## config.mk

```make
export PLATFORM = sky130hd
export DESIGN_NAME = imem_loader
export DESIGN_NICKNAME = d
export VERILOG_FILES = /design/src/rtl/imem_loader.sv
export SDC_FILE = /design/constraint.sdc
export NUM_CORES = 1
export LEC_CHECK = 0
export ABC_CLOCK_PERIOD_IN_PS = 8000
export CORE_MARGIN = 1
export CORE_UTILIZATION = 36
export DETAILED_ROUTE_END_ITERATION = 8
export SETUP_SLACK_MARGIN = 0.5
export SYNTH_ARGS = -nofsm -noshare
export SYNTH_HDL_FRONTEND = slang
export SYNTH_SLANG_ARGS = --single-unit
```

## constraint.sdc

```tcl
create_clock -name i_clk -period 8 [get_ports i_clk]
set_clock_uncertainty 0.15 [all_clocks]
set_input_delay 1.6 -clock i_clk [delete_from_list [all_inputs] [get_ports i_clk]]
set_output_delay 1.6 -clock i_clk [all_outputs]
set_load 0.02 [all_outputs]
```

## src/rtl/imem_loader.sv

```systemverilog
// rtl/imem_loader.sv - byte-stream to instruction-memory program loader
//
// Purpose:
//   Assembles big-endian 32-bit instruction words from single-cycle UART byte
//   strobes and writes them, one per cycle, into instruction memory starting
//   at byte address 0. A session ends in DONE once the halt word has been
//   written, or in ERROR once MEM_DEPTH words have been written without a
//   halt.
//
// Ports:
//   i_clk         system clock, rising edge
//   i_reset       synchronous active-low reset
//   i_start       single-cycle pulse, begins a load session when not busy
//   i_rx_data     received byte, qualified by i_rx_done
//   i_rx_done     single-cycle byte strobe
//   o_wr_en       instruction memory write enable (one-cycle pulse)
//   o_wr_addr     byte address of the word being written (multiple of 4)
//   o_wr_data     assembled instruction word
//   o_busy        load session in progress
//   o_done        halt word written
//   o_error       memory capacity exceeded
//   o_word_count  words written in the current session, halt word included

module imem_loader #(
  parameter int unsigned           DATA_WIDTH = 32,
  parameter int unsigned           MEM_DEPTH  = 256,
  parameter logic [DATA_WIDTH-1:0] HALT_WORD  = 32'hFFFFFFFF
) (
  input  logic                  i_clk,
  input  logic                  i_reset,
  input  logic                  i_start,
  input  logic [7:0]            i_rx_data,
  input  logic                  i_rx_done,
  output logic                  o_wr_en,
  output logic [31:0]           o_wr_addr,
  output logic [DATA_WIDTH-1:0] o_wr_data,
  output logic                  o_busy,
  output logic                  o_done,
  output logic                  o_error,
  output logic [15:0]           o_word_count
);

  typedef enum logic [2:0] {
    S_IDLE  = 3'd0,
    S_RECV  = 3'd1,
    S_WRITE = 3'd2,
    S_DONE  = 3'd3,
    S_ERROR = 3'd4
  } state_e;

  localparam logic [15:0] DEPTH_CNT = 16'(MEM_DEPTH);

  state_e                  state_q, state_d;
  logic [1:0]              byte_cnt_q, byte_cnt_d;
  logic [DATA_WIDTH-1:0]   shift_q, shift_d;
  logic [31:0]             addr_q, addr_d;
  logic [15:0]             count_q, count_d;
  logic                    wr_en_q, wr_en_d;
  logic [DATA_WIDTH-1:0]   wr_data_q, wr_data_d;
  logic                    busy_q, busy_d;
  logic                    done_q, done_d;
  logic                    error_q, error_d;

  logic [15:0]             next_count;
  logic [DATA_WIDTH-1:0]   shifted_word;

  assign next_count   = count_q + 16'd1;
  // New byte enters at the bottom; after four strobes the first byte sits in
  // the top lane, giving big-endian assembly.
  assign shifted_word = {shift_q[DATA_WIDTH-9:0], i_rx_data};

  always_comb begin
    state_d    = state_q;
    byte_cnt_d = byte_cnt_q;
    shift_d    = shift_q;
    addr_d     = addr_q;
    count_d    = count_q;
    wr_en_d    = 1'b0;
    wr_data_d  = wr_data_q;
    busy_d     = busy_q;
    done_d     = done_q;
    error_d    = error_q;

    case (state_q)
      // Idle and both terminal states share the session-start path; byte
      // strobes are ignored here.
      S_IDLE, S_DONE, S_ERROR: begin
        if (i_start) begin
          state_d    = S_RECV;
          byte_cnt_d = 2'd0;
          shift_d    = '0;
          addr_d     = 32'd0;
          count_d    = 16'd0;
          busy_d     = 1'b1;
          done_d     = 1'b0;
          error_d    = 1'b0;
        end
      end

      S_RECV: begin
        if (i_rx_done) begin
          shift_d = shifted_word;
          if (byte_cnt_q == 2'd3) begin
            byte_cnt_d = 2'd0;
            wr_en_d    = 1'b1;
            wr_data_d  = shifted_word;
            state_d    = S_WRITE;
          end else begin
            byte_cnt_d = byte_cnt_q + 2'd1;
          end
        end
      end

      S_WRITE: begin
        count_d = next_count;
        if (wr_data_q == HALT_WORD) begin
          // Halt wins even when it lands on the last memory location.
          state_d = S_DONE;
          busy_d  = 1'b0;
          done_d  = 1'b1;
        end else if (next_count == DEPTH_CNT) begin
          state_d = S_ERROR;
          busy_d  = 1'b0;
          error_d = 1'b1;
        end else begin
          state_d = S_RECV;
          addr_d  = addr_q + 32'd4;
          // A strobe arriving during the write cycle starts the next word.
          if (i_rx_done) begin
            shift_d    = {{(DATA_WIDTH-8){1'b0}}, i_rx_data};
            byte_cnt_d = 2'd1;
          end
        end
      end

      default: begin
        state_d = S_IDLE;
        busy_d  = 1'b0;
      end
    endcase
  end

  always_ff @(posedge i_clk) begin
    if (!i_reset) begin
      state_q    <= S_IDLE;
      byte_cnt_q <= 2'd0;
      shift_q    <= '0;
      addr_q     <= 32'd0;
      count_q    <= 16'd0;
      wr_en_q    <= 1'b0;
      wr_data_q  <= '0;
      busy_q     <= 1'b0;
      done_q     <= 1'b0;
      error_q    <= 1'b0;
    end else begin
      state_q    <= state_d;
      byte_cnt_q <= byte_cnt_d;
      shift_q    <= shift_d;
      addr_q     <= addr_d;
      count_q    <= count_d;
      wr_en_q    <= wr_en_d;
      wr_data_q  <= wr_data_d;
      busy_q     <= busy_d;
      done_q     <= done_d;
      error_q    <= error_d;
    end
  end

  assign o_wr_en      = wr_en_q;
  assign o_wr_addr    = addr_q;
  assign o_wr_data    = wr_data_q;
  assign o_busy       = busy_q;
  assign o_done       = done_q;
  assign o_error      = error_q;
  assign o_word_count = count_q;

endmodule
```

# Word-level counts from Yosys, hierarchy flattened
# Index checks and enable logic that the tools add are counted.
[word_totals] regBits=113 inputBits=12 out_inout_bits=84 wordCells=78
[classes] add_sub_neg=3 n_eq_ne=16 mux=35 bitwise_logic=1 reduce_logical=13
[op_table] cell="2-to-1 mux 24 bit" n=4
[op_table] cell="2-to-1 mux 32 bit" n=3
[op_table] cell="case mux 24 bit (3 select lines)" n=1
[op_table] cell="case mux 32 bit (2 select lines)" n=1
[op_table] cell="adder 32 x 3 -> 32 bit (second input constant)" n=1
[op_table] cell="equality test 32 bit (second input constant)" n=1
[op_table] cell="case mux 16 bit (2 select lines)" n=1
[op_table] cell="adder 16 x 1 -> 16 bit (second input constant)" n=1
[op_table] cell="equality test 16 x 9 -> 1 bit (second input constant)" n=1
[op_table] cell="2-to-1 mux 16 bit" n=1
[op_table] cell="inequality test 2 bit (second input constant)" n=8
[op_table] cell="2-to-1 mux 3 bit" n=5
[op_table] cell="AND reduction 3 bit" n=5
[op_table] cell="2-to-1 mux 2 bit" n=6
[op_table] cell="case mux 3 bit (3 select lines)" n=1
[op_table] cell="2-to-1 mux 1 bit" n=8
[op_table] cell="AND reduction 4 bit" n=2
[op_table] cell="equality test 3 x 2 -> 1 bit (second input constant)" n=2
[op_table] cell="case mux 2 bit (3 select lines)" n=1
[op_table] cell="AND reduction 6 bit" n=1
[op_table] cell="case mux 1 bit (2 select lines)" n=2
[op_table] cell="equality test 3 x 1 -> 1 bit (second input constant)" n=1
[op_table] cell="equality test 3 bit (second input constant)" n=1
[op_table] cell="logical NOT 3 bit" n=1
[op_table] cell="other kinds (9)" n=9

# Depth between registers and ports, before layout
[logic_depth] word_depth=5 depth_mapped=12 mapped_depth_nobuf=9

# Worst setup path before layout
# No wires, ideal clock.
[synth_timing] path_kind="input port to flip-flop" from="input i_start" to="register addr_q[10] (netlist: o_wr_addr[10])" setup_ns=0.070 arrival_ns=3.144 t_required_ns=7.780 slack_ns=4.635 stages=7 path_buffers=1 path_cell_list="a21oi_1 -> a31oi_1 -> nand2_1 -> a21o_1 -> buf_2 -> or4_1 -> a21oi_1"
[synth_between] elab_chain_len=2
[synth_lines] element="from (decl)" line="31" text="input logic i_start,"
[synth_lines] element="inequality test 2 bit (no line)"
[synth_lines] element="AND reduction 4 bit (no line)"
[synth_lines] element="to (signal assigned)" line="159" text="addr_q <= addr_d;"
[synth_lines] element="to (decl)" line="56" text="logic [31:0] addr_q, addr_d;"
# No other way between the ends.
# A chain may end at the register's enable or synchronous reset.

# Worst setup path after layout
[layout_timing] from="input i_start" to="register addr_q[18] (netlist: o_wr_addr[18])"
# Same word-level chain as after synthesis.

==> impl_metrics.ini <==
[floorplanning]
start_util = 0.369
die_h_microns = 121
ios = 96
row_count = 43
die_area_sq_mm = 0.0146
fp.coreArea_sq_mm = 0.0138
dieWidth_microns = 121

[place]
numPortBuffers = 93
post-place-ws_ns = 3.18
dpl.hpwl_microns = 9460
place_congestion = 0.821

[clocking]
clk_latency_ns = 0.36
clkTransAtPathRegs_ns = 0.07
clock_sinks = 111
tritoncts = built
cts_htree_levels = 3
cts-root-buf = clkbuf_16
cts_buffers = 9
post_cts_buffers = 0
cts-hold-fix-buffers = 0
clk_path_buf_depth = 2
cts_resized = 0

[drt]
wl_microns = 14000
remaining_drc_errors = 0
drtAntennaViolNets = 0
first_pass_iters = 5
wl_per_cell_microns = 15.4
num_vias = 5062
viasPerCell = 5.56
initialDrtViolationCount = 359

[setup_path]
critical_path_class = input port to flop
critPathArrivalTime_ns = 4.51
worst-r2r-cell-count = 9
end_kind = flop
crit_path_max_fanout = 27
cp_data_required_time_ns = 8.10
start_kind = input port

[power_and_ir_drop]
p_leak_nw = 2.05
p_per_area_mw_per_mm2 = 231
vdd_drop_max_v = 0.000103

[sta]
rsz0062_at_grt = no
report.final.slew_viol_count = 0
setup_violations = 0
post-route-min-period_ns = 4.40
tns_ns = 0
setup_slack_ns = 3.60
relSlewSlack = 0.218
finalCritPeriodShare = 0.550
finalHoldViolations = 0
max_freq_ghz = 0.227
tightest_slew_ns = 1.17

[logic_synthesis]
synth_edf_count = 0
synth.avg_cell_area_sq_um = 7.66
yosysSeqAreaShare = 0.436
synthCells = 666
synth_seq_cells = 111
async_flop_share = 0
syn_area_sq_mm = 0.00510
synthFlopType = dfxtp_1
post_synth_num_cell_types = 61
synth-warning-count = 0

[worst_hold_path]
hold_path.class = flop to flop
hold_depth = 2

[flow_run]
drv_cap = 0

[cells_and_area]
n_antenna_cell = 0
syn_to_final_growth_pct = 25.8
n_fill_cell = 1371
layout-drive-gt1-share = 0.0520
nets = 742

[global_route]
grt_use_total = 0.198
grt_pass1_wl_microns = 23100
antenna_found_initial = 0
grt_overflow = 0
grt_pass1_vias = 4610
grt_max_degree = 65

[status]
outcome = complete, no violations
[cells by family after synthesis]
family	count (synthesis)	share of synthesized area
muxes	1	0.00196
buffers and inverters	56	0.0461
other	1	0.000735
DFF	111	0.436
xor gates and xnor gates	4	0.00834
AOI/OAI and AO/OA	186	0.211
adders and majority gates	3	0.00736
and+or+nand+nor	304	0.289
[state kept, by name (all words and copies together), names as in the netlist]
name and cells:
shift_q 24, o_busy 1, o_error 1, state_q 3, o_wr_data 32, o_wr_en 1, byte_cnt_q 2, o_word_count 16
o_wr_addr 30, o_done 1
[routing by layer]
layer / routed length (microns) / global-route usage / up-vias / share of wire
met4: 176 / 0.0671 / 0 / 0.013
met3: 771 / 0.0390 / 10 / 0.055
met5: 0 / 0 / - / 0
li1: - / - / 2513 / -
met2: 6350 / 0.309 / 135 / 0.45
met1: 6740 / 0.271 / 2404 / 0.48
[placed cells by master (no fill, tap or decap), drive strengths merged, types with 3 or more instances in the layout]
master,n
a21oi,78
ha,3
a22oi,4
nand3b,3
a32oi,3
clkbuf,9
nand2,113
o32ai,3
a31oi,10
nor2b,4
nor4,4
or3,8
o21ai,57
or3b,3
nor2,41
o211ai,6
nand4,17
nor3,15
dfxtp,111
buf,7
a311oi,4
clkdlybuf4s50,92
and4,3
o31ai,5
nand3,70
or4,3
inv,8
and3,9
and2,4
[through the flow]
stage	cells	cell area (sq um)	total power [mW]	util	hold WS, ns
6_report	911	6410	1.48	0.464	0.310
5_1_grt	911	6410	1.57	0.464	0.328
4_1_cts	911	6410	1.49	0.464	0.312
3_5_place_dp	896	6100	1.01	0.441	0.301
3_3_place_gp	896	6100	0.996	0.441	0.296
2_1_floorplan	667	5100	0.906	-	0.282
[worst max-delay path, stage by stage]
cell             delay [ns]
clkdlybuf4s50_1        0.45
a21oi_1                0.26
a31oi_1                0.19
nand2_1                0.24
a21o_1                 0.54
and2_1                 0.87
nor2_1                 0.11
o211a_1                0.24
[path summary, 6_finish.rpt]
path / slack, ns / from / to
max: 3.60 / i_start / o_wr_addr[18]
min: 0.31 / shift_q[19] / o_wr_data[27]
max reg2reg: 3.68 / o_word_count[0] / o_wr_addr[18]
min reg2reg: 0.31 / shift_q[19] / o_wr_data[27]
[cells in the mapped netlist (all sizes together) (2+ instances only)]
cell type | count | area share
dfxtp | 111 | 0.44
nand2b | 2 | 0.0025
nand3 | 70 | 0.070
o211ai | 6 | 0.0088
buf | 10 | 0.012
a41oi | 2 | 0.0034
or3b | 3 | 0.0052
and4 | 3 | 0.0052
xor2 | 2 | 0.0034
nor3 | 15 | 0.016
nor4 | 4 | 0.0074
a311oi | 4 | 0.0069
nand3b | 3 | 0.0044
o32ai | 3 | 0.0052
xnor2 | 2 | 0.0049
a22oi | 4 | 0.0059
and2 | 4 | 0.0049
a211oi | 2 | 0.0029
nor2b | 4 | 0.0049
a31oi | 10 | 0.012
and3 | 9 | 0.011
o2111ai | 2 | 0.0034
clkbuf | 40 | 0.030
o21ai | 57 | 0.056
nand4 | 17 | 0.022
or2 | 2 | 0.0025
inv | 6 | 0.0044
ha | 3 | 0.0074
o31ai | 5 | 0.0074
a32oi | 3 | 0.0052
nand2 | 113 | 0.083
a21oi | 78 | 0.077
or4 | 3 | 0.0052
o41ai | 2 | 0.0034
nor2 | 41 | 0.030
or3 | 8 | 0.0098
[power breakdown]
group	total [mW]	leakage, nW	internal, mW	switching (mW)
clock network	0.489	0.154	0.276	0.213
logic	0.372	0.999	0.104	0.268
registers	0.622	0.896	0.585	0.0367
[final cells by class]
class                      count  area [sq um]  area share
sequential                   111          2220       0.346
clock inverter                 6          92.6      0.0144
clock buffer                   9           225      0.0351
inverter                       6          22.5     0.00351
timing repair buffer          99           971       0.151
multi-input combinational    500          2660       0.414
tap                          180           225      0.0351
(Power assumes the default switching activity.)
